<file path="src/rtl/ex_operand_stage.sv">
`default_nettype none
// ============================================================================
// Module   : ex_operand_stage
// Purpose  : ID/EX pipeline register with MEM/WB operand forwarding and
//            load-use hazard detection for the execute stage.
// Option   : define EX_OPERAND_STAGE_FWD_EN to build the forwarding muxes.
// Revision : 1.0
// ============================================================================
module ex_operand_stage #(
  parameter int XLEN = 32
) (
  input  logic            clk,
  input  logic            rst,
  input  logic            stall_e,
  input  logic            flush_e,
  input  logic            valid_d,
  input  logic [XLEN-1:0] rd1_d,
  input  logic [XLEN-1:0] rd2_d,
  input  logic [XLEN-1:0] imm_d,
  input  logic [XLEN-1:0] pc_d,
  input  logic [4:0]      rs1_d,
  input  logic [4:0]      rs2_d,
  input  logic [4:0]      rd_d,
  input  logic            alu_src_d,
  input  logic [2:0]      alu_control_d,
  input  logic            reg_write_d,
  input  logic            mem_write_d,
  input  logic [1:0]      result_src_d,
  input  logic [4:0]      rd_m,
  input  logic            reg_write_m,
  input  logic [XLEN-1:0] alu_result_m,
  input  logic [4:0]      rd_w,
  input  logic            reg_write_w,
  input  logic [XLEN-1:0] result_w,
  output logic [XLEN-1:0] src_a_e,
  output logic [XLEN-1:0] src_b_e,
  output logic [2:0]      alu_control_e,
  output logic [XLEN-1:0] write_data_e,
  output logic [4:0]      rd_e,
  output logic [4:0]      rs1_e,
  output logic [4:0]      rs2_e,
  output logic            reg_write_e,
  output logic            mem_write_e,
  output logic            valid_e,
  output logic [1:0]      result_src_e,
  output logic [XLEN-1:0] pc_e,
  output logic            lw_stall
);

  logic            r_valid;
  logic [XLEN-1:0] r_rd1;
  logic [XLEN-1:0] r_rd2;
  logic [XLEN-1:0] r_imm;
  logic [XLEN-1:0] r_pc;
  logic [4:0]      r_rs1;
  logic [4:0]      r_rs2;
  logic [4:0]      r_rd;
  logic            r_alu_src;
  logic [2:0]      r_alu_control;
  logic            r_reg_write;
  logic            r_mem_write;
  logic [1:0]      r_result_src;

  logic [1:0]      w_fwd_a;
  logic [1:0]      w_fwd_b;
  logic [XLEN-1:0] w_rs1_val;
  logic [XLEN-1:0] w_rs2_val;

  // Flush outranks stall so a squashed instruction never lingers in E.
  always_ff @(posedge clk or negedge rst) begin
    if (!rst) begin
      r_valid       <= 1'b0;
      r_rd1         <= '0;
      r_rd2         <= '0;
      r_imm         <= '0;
      r_pc          <= '0;
      r_rs1         <= '0;
      r_rs2         <= '0;
      r_rd          <= '0;
      r_alu_src     <= 1'b0;
      r_alu_control <= '0;
      r_reg_write   <= 1'b0;
      r_mem_write   <= 1'b0;
      r_result_src  <= '0;
    end else if (flush_e) begin
      r_valid       <= 1'b0;
      r_rd1         <= '0;
      r_rd2         <= '0;
      r_imm         <= '0;
      r_pc          <= '0;
      r_rs1         <= '0;
      r_rs2         <= '0;
      r_rd          <= '0;
      r_alu_src     <= 1'b0;
      r_alu_control <= '0;
      r_reg_write   <= 1'b0;
      r_mem_write   <= 1'b0;
      r_result_src  <= '0;
    end else if (!stall_e) begin
      r_valid       <= valid_d;
      r_rd1         <= rd1_d;
      r_rd2         <= rd2_d;
      r_imm         <= imm_d;
      r_pc          <= pc_d;
      r_rs1         <= rs1_d;
      r_rs2         <= rs2_d;
      r_rd          <= rd_d;
      r_alu_src     <= alu_src_d;
      r_alu_control <= alu_control_d;
      r_reg_write   <= reg_write_d & valid_d;
      r_mem_write   <= mem_write_d & valid_d;
      r_result_src  <= result_src_d;
    end
  end

`ifdef EX_OPERAND_STAGE_FWD_EN
  // MEM is the younger producer, so it wins over WB; x0 is never forwarded.
  always_comb begin
    w_fwd_a = 2'b00;
    if (reg_write_m && (rd_m != 5'd0) && (rd_m == r_rs1))
      w_fwd_a = 2'b10;
    else if (reg_write_w && (rd_w != 5'd0) && (rd_w == r_rs1))
      w_fwd_a = 2'b01;
  end

  always_comb begin
    w_fwd_b = 2'b00;
    if (reg_write_m && (rd_m != 5'd0) && (rd_m == r_rs2))
      w_fwd_b = 2'b10;
    else if (reg_write_w && (rd_w != 5'd0) && (rd_w == r_rs2))
      w_fwd_b = 2'b01;
  end
`else
  logic w_unused_fwd;

  assign w_fwd_a      = 2'b00;
  assign w_fwd_b      = 2'b00;
  assign w_unused_fwd = ^{rd_m, reg_write_m, rd_w, reg_write_w};
`endif

  always_comb begin
    w_rs1_val = r_rd1;
    case (w_fwd_a)
      2'b10:   w_rs1_val = alu_result_m;
      2'b01:   w_rs1_val = result_w;
      default: w_rs1_val = r_rd1;
    endcase
  end

  always_comb begin
    w_rs2_val = r_rd2;
    case (w_fwd_b)
      2'b10:   w_rs2_val = alu_result_m;
      2'b01:   w_rs2_val = result_w;
      default: w_rs2_val = r_rd2;
    endcase
  end

  assign src_a_e       = w_rs1_val;
  assign write_data_e  = w_rs2_val;
  assign src_b_e       = r_alu_src ? r_imm : w_rs2_val;

  assign alu_control_e = r_alu_control;
  assign rd_e          = r_rd;
  assign rs1_e         = r_rs1;
  assign rs2_e         = r_rs2;
  assign reg_write_e   = r_reg_write;
  assign mem_write_e   = r_mem_write;
  assign valid_e       = r_valid;
  assign result_src_e  = r_result_src;
  assign pc_e          = r_pc;

  // A load in E whose destination feeds the instruction in decode.
  assign lw_stall = r_valid && (r_result_src == 2'b01) && (r_rd != 5'd0) &&
                    ((r_rd == rs1_d) || (r_rd == rs2_d));

endmodule
`default_nettype wire

</file>
<file path="config.mk">
export PLATFORM = sky130hd
export DESIGN_NAME = ex_operand_stage
export DESIGN_NICKNAME = d
export VERILOG_FILES = /design/src/rtl/ex_operand_stage.sv
export SDC_FILE = /design/constraint.sdc
export NUM_CORES = 1
export LEC_CHECK = 0
export CAP_MARGIN = 15
export CORE_AREA = 2 2 150 152
export CTS_BUF_LIST = sky130_fd_sc_hd__clkbuf_16
export CTS_CLUSTER_DIAMETER = 150
export DETAILED_ROUTE_END_ITERATION = 12
export DIE_AREA = 0 0 152 154
export DONT_BUFFER_PORTS = 1
export GPL_TIMING_DRIVEN = 0
export PLACE_DENSITY = 0.43
export SYNTH_ARGS = -nofsm -noshare
export SYNTH_HDL_FRONTEND = slang
export SYNTH_SLANG_ARGS = --single-unit
</file>
<file path="constraint.sdc">
create_clock -name clk -period 2.3 [get_ports clk]
set_input_delay 0.345 -clock clk [delete_from_list [all_inputs] [get_ports clk]]
set_output_delay 0.345 -clock clk [all_outputs]
set_load 0.02 [all_outputs]
</file>
# After elaboration in Yosys (flattened, before gate mapping)
# Index checks and enable logic that the tools add are counted.
# word_totals
input_bits	232
wordCells	51
reg_bits	152
# op_classes
bitwise	2
n_reduce_logical	5
n_eq_ne	4
mux	27
# op_table
operator	n
$mux 32	9
$mux 5	6
$eq 5x5->1	2
$mux 1	8
$mux 3	2
$reduce_bool 5->1	1
$mux 2	2
$logic_and 1x1->1	3
$and 1x1->1	2
$eq 2x1->1 const B	1
$ne 2x1->1 const B	1
$logic_or 1x1->1	1

# Longest topological paths before layout
# Gate-level depths: netlist (run 1).
# logic_depth
depth_word	4
ltp_mapped	5

# Worst setup path after synthesis (run 1)
# OpenSTA, ideal clock, no wires.
# synth_timing
path_kind	flip-flop to output port
start	reg r_rd[0] (netlist: rd_e[0])
end	out lw_stall
arrival_ns	1.287
path_stages_with_launch	5
path_slack_ns	0.668
cell_sequence	dfrtp_1 xor2_1 nor3_1 nand3_1 a21oi_1
# synth_via
elab_chain_cells	3
# synth_rtl
item	line	rtl
from (decl)	57	logic [4:0] r_rd;
from (signal assigned)	107	r_rd <= rd_d;
$eq 5x5->1 or $reduce_bool 5->1 (tied branches)	175, 174	
$logic_or 1x1->1 or $logic_and 1x1->1 (tied branches)	175, 174	
$logic_and 1x1->1 *	174	assign lw_stall = r_valid && (r_result_src == 2'b01) && (r_rd != 5'd0) &&
to (decl)	47	output logic lw_stall
# Every way passes the cells marked *; elsewhere a longest branch is shown, timed or not.

# Worst setup path in the final report (run 1)
# layout_timing
start	reg r_rd[1] (netlist: rd_e[1])
end	out lw_stall
# The elaborated chain is that of the path after synthesis.

==> results of run 1 <==
-- power groups by stage --
stage / sequential, W / combinational (W) / clock (W)
after floorplan: 0.00310 / 0.000475 / 0
after global placement: 0.00315 / 0.000552 / 0
after detailed placement: 0.00315 / 0.000571 / 0
after CTS: 0.00310 / 0.000570 / 0.00285
after global routing: 0.00312 / 0.000619 / 0.00298
final: 0.00310 / 0.000557 / 0.00278
-- critical path, cell delays in order (launching register included) --
cell,delay [ns]
dfrtp_1,0.51
or4_1,0.57
o21ai_1,0.16
a21oi_2,0.09
-- cells in the final DEF (no fill, tap or decap), drive strengths merged, types with 3 or more instances in the layout --
cell type  netlist  final
dfrtp          152    152
mux2i          149    149
inv              0      5
xnor2            4      4
clkbuf          11     28
clkinv           0      3
nor2           153    153
clkinvlp         0      5
mux2            32     32
xor2             6      6
buf             27     27
-- cell families after synthesis --
logic type	synth area share, %
xor gates and xnor gates	1.31
muxes	27.8
buffers and inverters	4.26
and+or+nand+nor	9.17
DFF	57.0
AOI/OAI and AO/OA	0.450
-- state kept, by name, summed over array words and instances, names as in the netlist --
signal	flops
reg_write_e	1
r_imm	32
alu_control_e	3
rs1_e	5
rs2_e	5
result_src_e	2
r_rd1	32
rd_e	5
valid_e	1
mem_write_e	1
r_rd2	32
pc_e	32
r_alu_src	1
-- metrics by stage --
step	instances	cell area (µm²)
after floorplan	546	6670
after global placement	826	7020
after detailed placement	826	7020
after CTS	858	7590
after global routing	858	7600
final	859	7600
-- layer usage --
metal	GRT usage, %	vias to the layer above
met5	0	-
li1	-	1872
met1	17.9	2042
met4	5.38	0
met2	25.6	191
met3	6.79	22
-- final cells by class --
| type | instances | area [µm²] | share of cell area [%] |
|---|---|---|---|
| antenna | 1 | 2.50 | 0.0329 |
| clock inverter | 15 | 150 | 1.98 |
| clock buffer | 17 | 425 | 5.60 |
| multi-input combinational | 356 | 2580 | 34.0 |
| buffer | 38 | 284 | 3.74 |
| tap | 280 | 350 | 4.61 |
| sequential | 152 | 3800 | 50.0 |
-- path summary, 6_finish.rpt --
kind | from | endpoint | slack, ns | depth (start not counted)
max | rd_e[1] | lw_stall | 0.21 | 3
max in group asynchronous | rst | r_rd1[11] | 2.48 | 0
min in group clk | rd_d[1] | rd_e[1] | 0.08 | 2
max reg2reg | r_alu_src | r_alu_src | 1.18 | 4
min | rst | pc_e[27] | -0.37 | 0
min reg2reg | r_imm[31] | r_imm[31] | 0.52 | 2
-- what timing repair did --
action | in CTS | in global routing
endpoints found under the hold margin | 152 | 152
gates resized for setup | 0 | 1
setup endpoints to repair | 0 | 1
==> metrics.yaml, run 1 <==
synth:
  yosys_warnings: 0
  seq_area_frac_synth_pct: 57.0
  synth.avg_cell_area_um2: 12.2
  yosysTopAreaCell: "dfrtp_1"
  synth.most_common_cell: "nor2_1"
  syn-num-nets: 778
  ys_ff_latch: 152
  netlist_top_cells_area: "dfrtp_1 (57%), mux2i_1 (22%), nor2_1 (8.6%), mux2_2 (5.4%), buf_8 (2.0%)"
  netlist_top_cells_count: "nor2_1 (153), dfrtp_1 (152), mux2i_1 (149), mux2_2 (32), clkbuf_1 (11)"
  netlist_area_mm2: 0.00667
  synthArstFlopShare_pct: 100
  syn_inst: 546
  yosysTopAreaCellShare_pct: 57.0
  synth-main-ff-cell: "dfrtp_1"
  synth_edf_count: 0
  yosysUniqueCellTypes: 19
timing:
  drv_slew: 0
  fin_crit_sh_pct: 91.1
  period_needed_ns: 2.09
  tns_ns: 0
  relSlewSlack_pct: 62.7
  fmax_mhz: 477
  finalSetupViolations: 0
  skew_ns: 0
  holdWs_ns: -0.369
  rsz0062_at_grt: "no"
  setup_slack_ns: 0.205
  worst_pin_slew_ns: 0.559
  hold_viol: 152
floorplanning:
  core_area_mm2: 0.0217
  ioPinCount: 384
  die-area_mm2: 0.0234
  die_y_um: 154
  start_util_pct: 30.7
  fp-row-count: 54
  fp.dieW_um: 152
worst_setup_path:
  critPathLaunchType: "flop"
  critPathKind: "flop to output port"
  cp-end-kind: "output port"
  crit_arrival_ns: 1.75
  worstPathMaxFanout: 5
  required_ns: 1.96
route:
  dr.pass1.iters: 4
  wl_met3_um: 1580
  via_per_inst: 4.80
  ant_nets: 0
  route.met2.wl_um: 8890
  drt-initial-drc-count: 218
  top_layer: "met4"
  wl_per_cell_um: 20.8
  vias: 4127
  routed_wl_um: 17900
  drc_errors: 0
  wl_met1_um: 7030
power:
  power_frac_seq_pct: 48.2
  swShare_pct: 27.4
  pwr-share-comb_pct: 8.7
  p_clk_share_pct: 43.2
  p_switching_w: 0.00176
  peakVddDrop_mv: 0.339
  p_per_area_mw_per_mm2: 846
  leakage_nw: 3.82
  p_total_w: 0.00643
  p_int_w: 0.00467
clock_network:
  clkSinkCount: 152
  clkTransAtPathRegs_ns: 0.07
  post_cts_buffers: 0
  cts_tree: "done"
  clockBufferDepth: 2
  cts_buffers: 17
  cts_root_buf: "clkbuf_16"
  htreeDepth: 4
  insertion_delay_ns: 0.40
layout:
  layout-drive-gt1-share_pct: 15.2
  fillCellCount: 2173
  fin_util_pct: 35.0
  final_nets: 797
  syn2layout_area_growth_pct: 14.0
grt:
  grt_max_degree: 153
  overflow: 0
  grt_pass1_vias: 4682
  track_usage_pct: 15.4
  grt_pass1_wl_um: 28000
  grt_antenna_before_repair: 1
worst_hold_path:
  hp-class: "input pin to async pin"
place:
  io_buffers: 0
  gp_congestion: 0.750
  hpwl_um: 13300
  preCtsSetupSlack_ns: 0.528
run_status:
  violations: "negative hold slack"
  status: "finished with violations"
run:
  drv_cap: 0
Power figures use the tool's default switching activity.
==> run 2, diff against run 1 <==
==> config.mk (replaced) <==
export PLATFORM = sky130hd
export DESIGN_NAME = ex_operand_stage
export DESIGN_NICKNAME = d
export VERILOG_FILES = /design/src/rtl/ex_operand_stage.sv
export SDC_FILE = /design/constraint.sdc
export NUM_CORES = 1
export LEC_CHECK = 0
export ABC_AREA = 1
export CAP_MARGIN = 15
export CORE_AREA = 2 2 147 149
export CTS_BUF_LIST = sky130_fd_sc_hd__clkbuf_16
export CTS_CLUSTER_DIAMETER = 150
export DETAILED_ROUTE_END_ITERATION = 12
export DIE_AREA = 0 0 149 151
export DONT_BUFFER_PORTS = 1
export GPL_TIMING_DRIVEN = 0
export PLACE_DENSITY = 0.44
export SYNTH_ARGS = -nofsm -noshare
export SYNTH_HDL_FRONTEND = slang
export SYNTH_SLANG_ARGS = --single-unit
==> constraint.sdc (replaced) <==
create_clock -name clk -period 2 [get_ports clk]
set_input_delay 0.3 -clock clk [delete_from_list [all_inputs] [get_ports clk]]
set_output_delay 0.3 -clock clk [all_outputs]
set_load 0.02 [all_outputs]
==> run 2 against run 1 <==
Against the previous run: the run still ends with negative hold slack left; critical path depth unchanged; routed wire length increased by 24%; die area decreased by 3.9%; combinational power increased by 33%; synthesized cell count increased by 40%; via count increased by 40%; clock power increased by 15%; sequential power increased by 15%; critical endpoint is now src_b_e[18]; count of clock-buffer cells in the layout unchanged; sequential share of layout area decreased by 5.4 points.
==> metrics.yaml, run 2 <==
run_status:
  status: "finished with violations"
  violations: "negative hold slack"
run:
  drv_cap: 0  # unchanged
synth:
  synthAdderAreaFrac_pct: 0  # unchanged
  syn-num-nets: 994  # +28%
  syn_inst: 762  # +40%
  synth.most_common_cell: "nand2_1"
  synth.area.mux_share_pct: 0  # -28 points
  netlist_area_mm2: 0.00645  # -3.2%
  synth-main-ff-cell: "dfrtp_1"
  netlist_top_cells_area: "dfrtp_1 (59%), nand2_1 (18%), nand3_1 (9.2%), o21ai_0 (4.4%), inv_1 (2.6%)"
  yosysTopAreaCell: "dfrtp_1"
  netlist_top_cells_count: "nand2_1 (304), dfrtp_1 (152), nand3_1 (118), o21ai_0 (57), inv_1 (45)"
  seq_area_frac_synth_pct: 58.9  # +1.9 points
  synth_edf_count: 0  # unchanged
  synthArstFlopShare_pct: 100  # unchanged
  synth_compound_area_share_pct: 6.05  # +5.6 points
  yosysTopAreaCellShare_pct: 58.9  # +1.9 points
  synth_xor_area_share_pct: 0.407  # -0.91 points
  yosys_warnings: 0  # unchanged
  synth.avg_cell_area_um2: 8.47  # -31%
  synth-simple-area-share_pct: 27.5  # +18 points
  ys_ff_latch: 152  # unchanged
  yosysUniqueCellTypes: 18  # -1
  synth_top_family_by_area: "simple AND/OR/NAND/NOR gates"
timing:
  relSlewSlack_pct: 52.9  # -9.8 points
  fmax_mhz: 503
  hold_viol: 152  # unchanged
  period_needed_ns: 1.99
  setup_slack_ns: 0.0114  # -0.194 ns
  finalSetupViolations: 0  # unchanged
  drv_slew: 0  # unchanged
  rsz0062_at_grt: "yes"
  holdWs_ns: -0.428  # -0.0593 ns
  worst_pin_slew_ns: 0.699  # +0.140 ns
  skew_ns: 0  # unchanged
  fin_crit_sh_pct: 99.4
place:
  preCtsSetupSlack_ns: 0.125  # -0.403 ns
  place_inst: 1037  # +26%
  postPlaceCellArea_mm2: 0.00680  # -3.2%
  gp_congestion: 0.852  # +14%
  hpwl_um: 15600  # +18%
  io_buffers: 0  # unchanged
power:
  p_per_area_mw_per_mm2: 880  # +4.0%
  pwr-share-comb_pct: 9.9  # +1.2 points
  power_frac_seq_pct: 47.4  # -0.8 points
  leakage_nw: 4.25  # +11%
  p_switching_w: 0.00212  # +20%
  swShare_pct: 28.2  # +0.83 points
  peakVddDrop_mv: 0.538  # +58%
  p_clk_share_pct: 42.7  # -0.5 points
  p_int_w: 0.00538  # +15%
layout:
  layout_commonest_cell: "nand2_1"
  syn2layout_area_growth_pct: 32.1
  final_cell_mix: "nand2_1 (304), dfrtp_1 (147), nand3_1 (118)"
  layout-drive-gt1-share_pct: 9.98  # -5.2 points
  fillCellCount: 2077  # -4.4%
  final_cell_area_mm2: 0.00853  # +12%
  fin_util_pct: 40.9  # +5.9 points
  final_nets: 1121  # +41%
  layout.cells.non_filler: 1178  # +37%
floorplanning:
  ioPinCount: 384  # unchanged
  die_y_um: 151  # -1.9%
  fp-row-count: 53  # -1.9%
  core_area_mm2: 0.0208  # -4.0%
  die-area_mm2: 0.0225  # -3.9%
  fp.dieW_um: 149  # -2.0%
  start_util_pct: 31.0  # +0.25 points
clock_network:
  insertion_delay_ns: 0.42  # +0.02 ns
  cts_root_buf: "clkbuf_16"
  clkTransAtPathRegs_ns: 0.07  # about the same
  clkSinkCount: 152  # unchanged
  clockBufferDepth: 2  # unchanged
  cts_buffers: 17  # unchanged
  cts_tree: "done"
  htreeDepth: 4  # unchanged
worst_hold_path:
  hp-class: "input pin to async pin"
worst_setup_path:
  path_cells: "buf_2 -> clkbuf_2 -> o21ai_1"
  critPathLaunchType: "flop"
  cp-end-kind: "output port"
  crit_arrival_ns: 1.69  # -0.06 ns
  required_ns: 1.70  # -0.26 ns
  critical_path.max_stage_delay_ns: 0.44  # -0.13 ns
  critPathKind: "flop to output port"
  cp_slowest_cell: "o21ai_1"
  worstPathMaxFanout: 10  # +5
grt:
  track_usage_pct: 19.4  # +4.0 points
  grt_antenna_before_repair: 0  # -1
  overflow: 0  # unchanged
  grt_pass1_vias: 5867  # +25%
  grt_pass1_wl_um: 33200  # +19%
  grt_max_degree: 153  # unchanged
route:
  drc_errors: 0  # unchanged
  via_per_inst: 4.91  # +2.2%
  routed_wl_um: 22200  # +24%
  drt-initial-drc-count: 292  # +34%
  ant_nets: 0  # unchanged
  dr.pass1.iters: 5  # +1
  wl_per_cell_um: 18.8  # -9.7%
  vias: 5783  # +40%
run 2: changes by cell type after synthesis, moves of 5 or more:
| cell | delta |
|---|---|
| nand2_1 | +303 |
| mux2i_1 | -149 |
| nand3_1 | +116 |
| inv_1 | +45 |
| o21ai_0 | +57 |
| mux2_2 | -32 |
| nor2_1 | -148 |
| o21ai_1 | +19 |
| buf_8 | -9 |
| xor2_1 | -5 |
| buf_4 | +5 |
| buf_2 | +17 |
run 2: logic make-up (layout without fill, tap and decap cells):
kind of cell	count (synthesis)	count (layout)
XOR/XNOR	3	3
other	0	1
AND/OR/NAND/NOR	430	430
flip-flops	152	152
AO/OA/AOI/OAI	78	78
buffers and inverters	99	239
run 2: worst max-delay path, delay by kind of cell, from the launching register on:
family	cells	cell delay (ns)
flip-flops	1	0.37
AO/OA/AOI/OAI	1	0.44
buffers and inverters	2	0.46
run 2: repair_timing:
action | 4_1_cts | 5_1_grt
resized for setup | 16 | 35
hold buffers | 107 | 1
setup buffers | 0 | 0
endpoints found under the hold margin | 259 | 153
pin swaps | 0 | 1
setup endpoints to repair | 22 | 31
run 2: worst paths after layout:
kind | to | startpoint | cells past startpoint | slack (ns)
max in group asynchronous | rd_e[0] | rst | 0 | 2.18
worst max-delay path | src_b_e[18] | r_alu_src | 3 | 0.01
min in group clk | rs2_e[3] | rs2_d[3] | 2 | 0.01
worst min-delay path | r_rd2[23] | rst | 0 | -0.43
worst max register to register | r_alu_src | r_alu_src | 4 | 0.83
worst min register to register | r_imm[30] | r_imm[30] | 2 | 0.51
run 2: final cells by class:
class                           count  area [µm²]  area share, %
Antenna cell                        1        2.50         0.0294
Buffer                             52         284           3.33
Clock buffer                       17         425           4.99
Clock inverter                     15         151           1.78
Inverter                           47         176           2.07
Multi-Input combinational cell    511        2250           26.4
Sequential cell                   152        3810           44.7
Tap cell                          275         344           4.04
Timing Repair Buffer              108        1080           12.7
run 2: power groups by stage:
stage | Combinational [W] | Clock, W | Sequential (W)
after floorplan | 0.000406 | 0 | 0.00356
after global placement | 0.000535 | 0 | 0.00361
after detailed placement | 0.000552 | 0 | 0.00361
after CTS | 0.000734 | 0.00328 | 0.00356
final | 0.000743 | 0.00320 | 0.00356
after global routing | 0.000828 | 0.00343 | 0.00357
run 2: layer usage:
metal | routed length [µm] | global-route usage, %
met4 | 381 | 5.76
met2 | 10800 | 32.9
met3 | 2200 | 6.99
met5 | 0 | 0
met1 | 8800 | 23.3
run 2: stage by stage:
step                      setup TNS, ns  power (W)
after global placement                0    0.00415
after global routing              -1.40    0.00783
final                                 0    0.00750
after floorplan                       0    0.00396
after CTS                        -0.666    0.00757
after detailed placement              0    0.00416
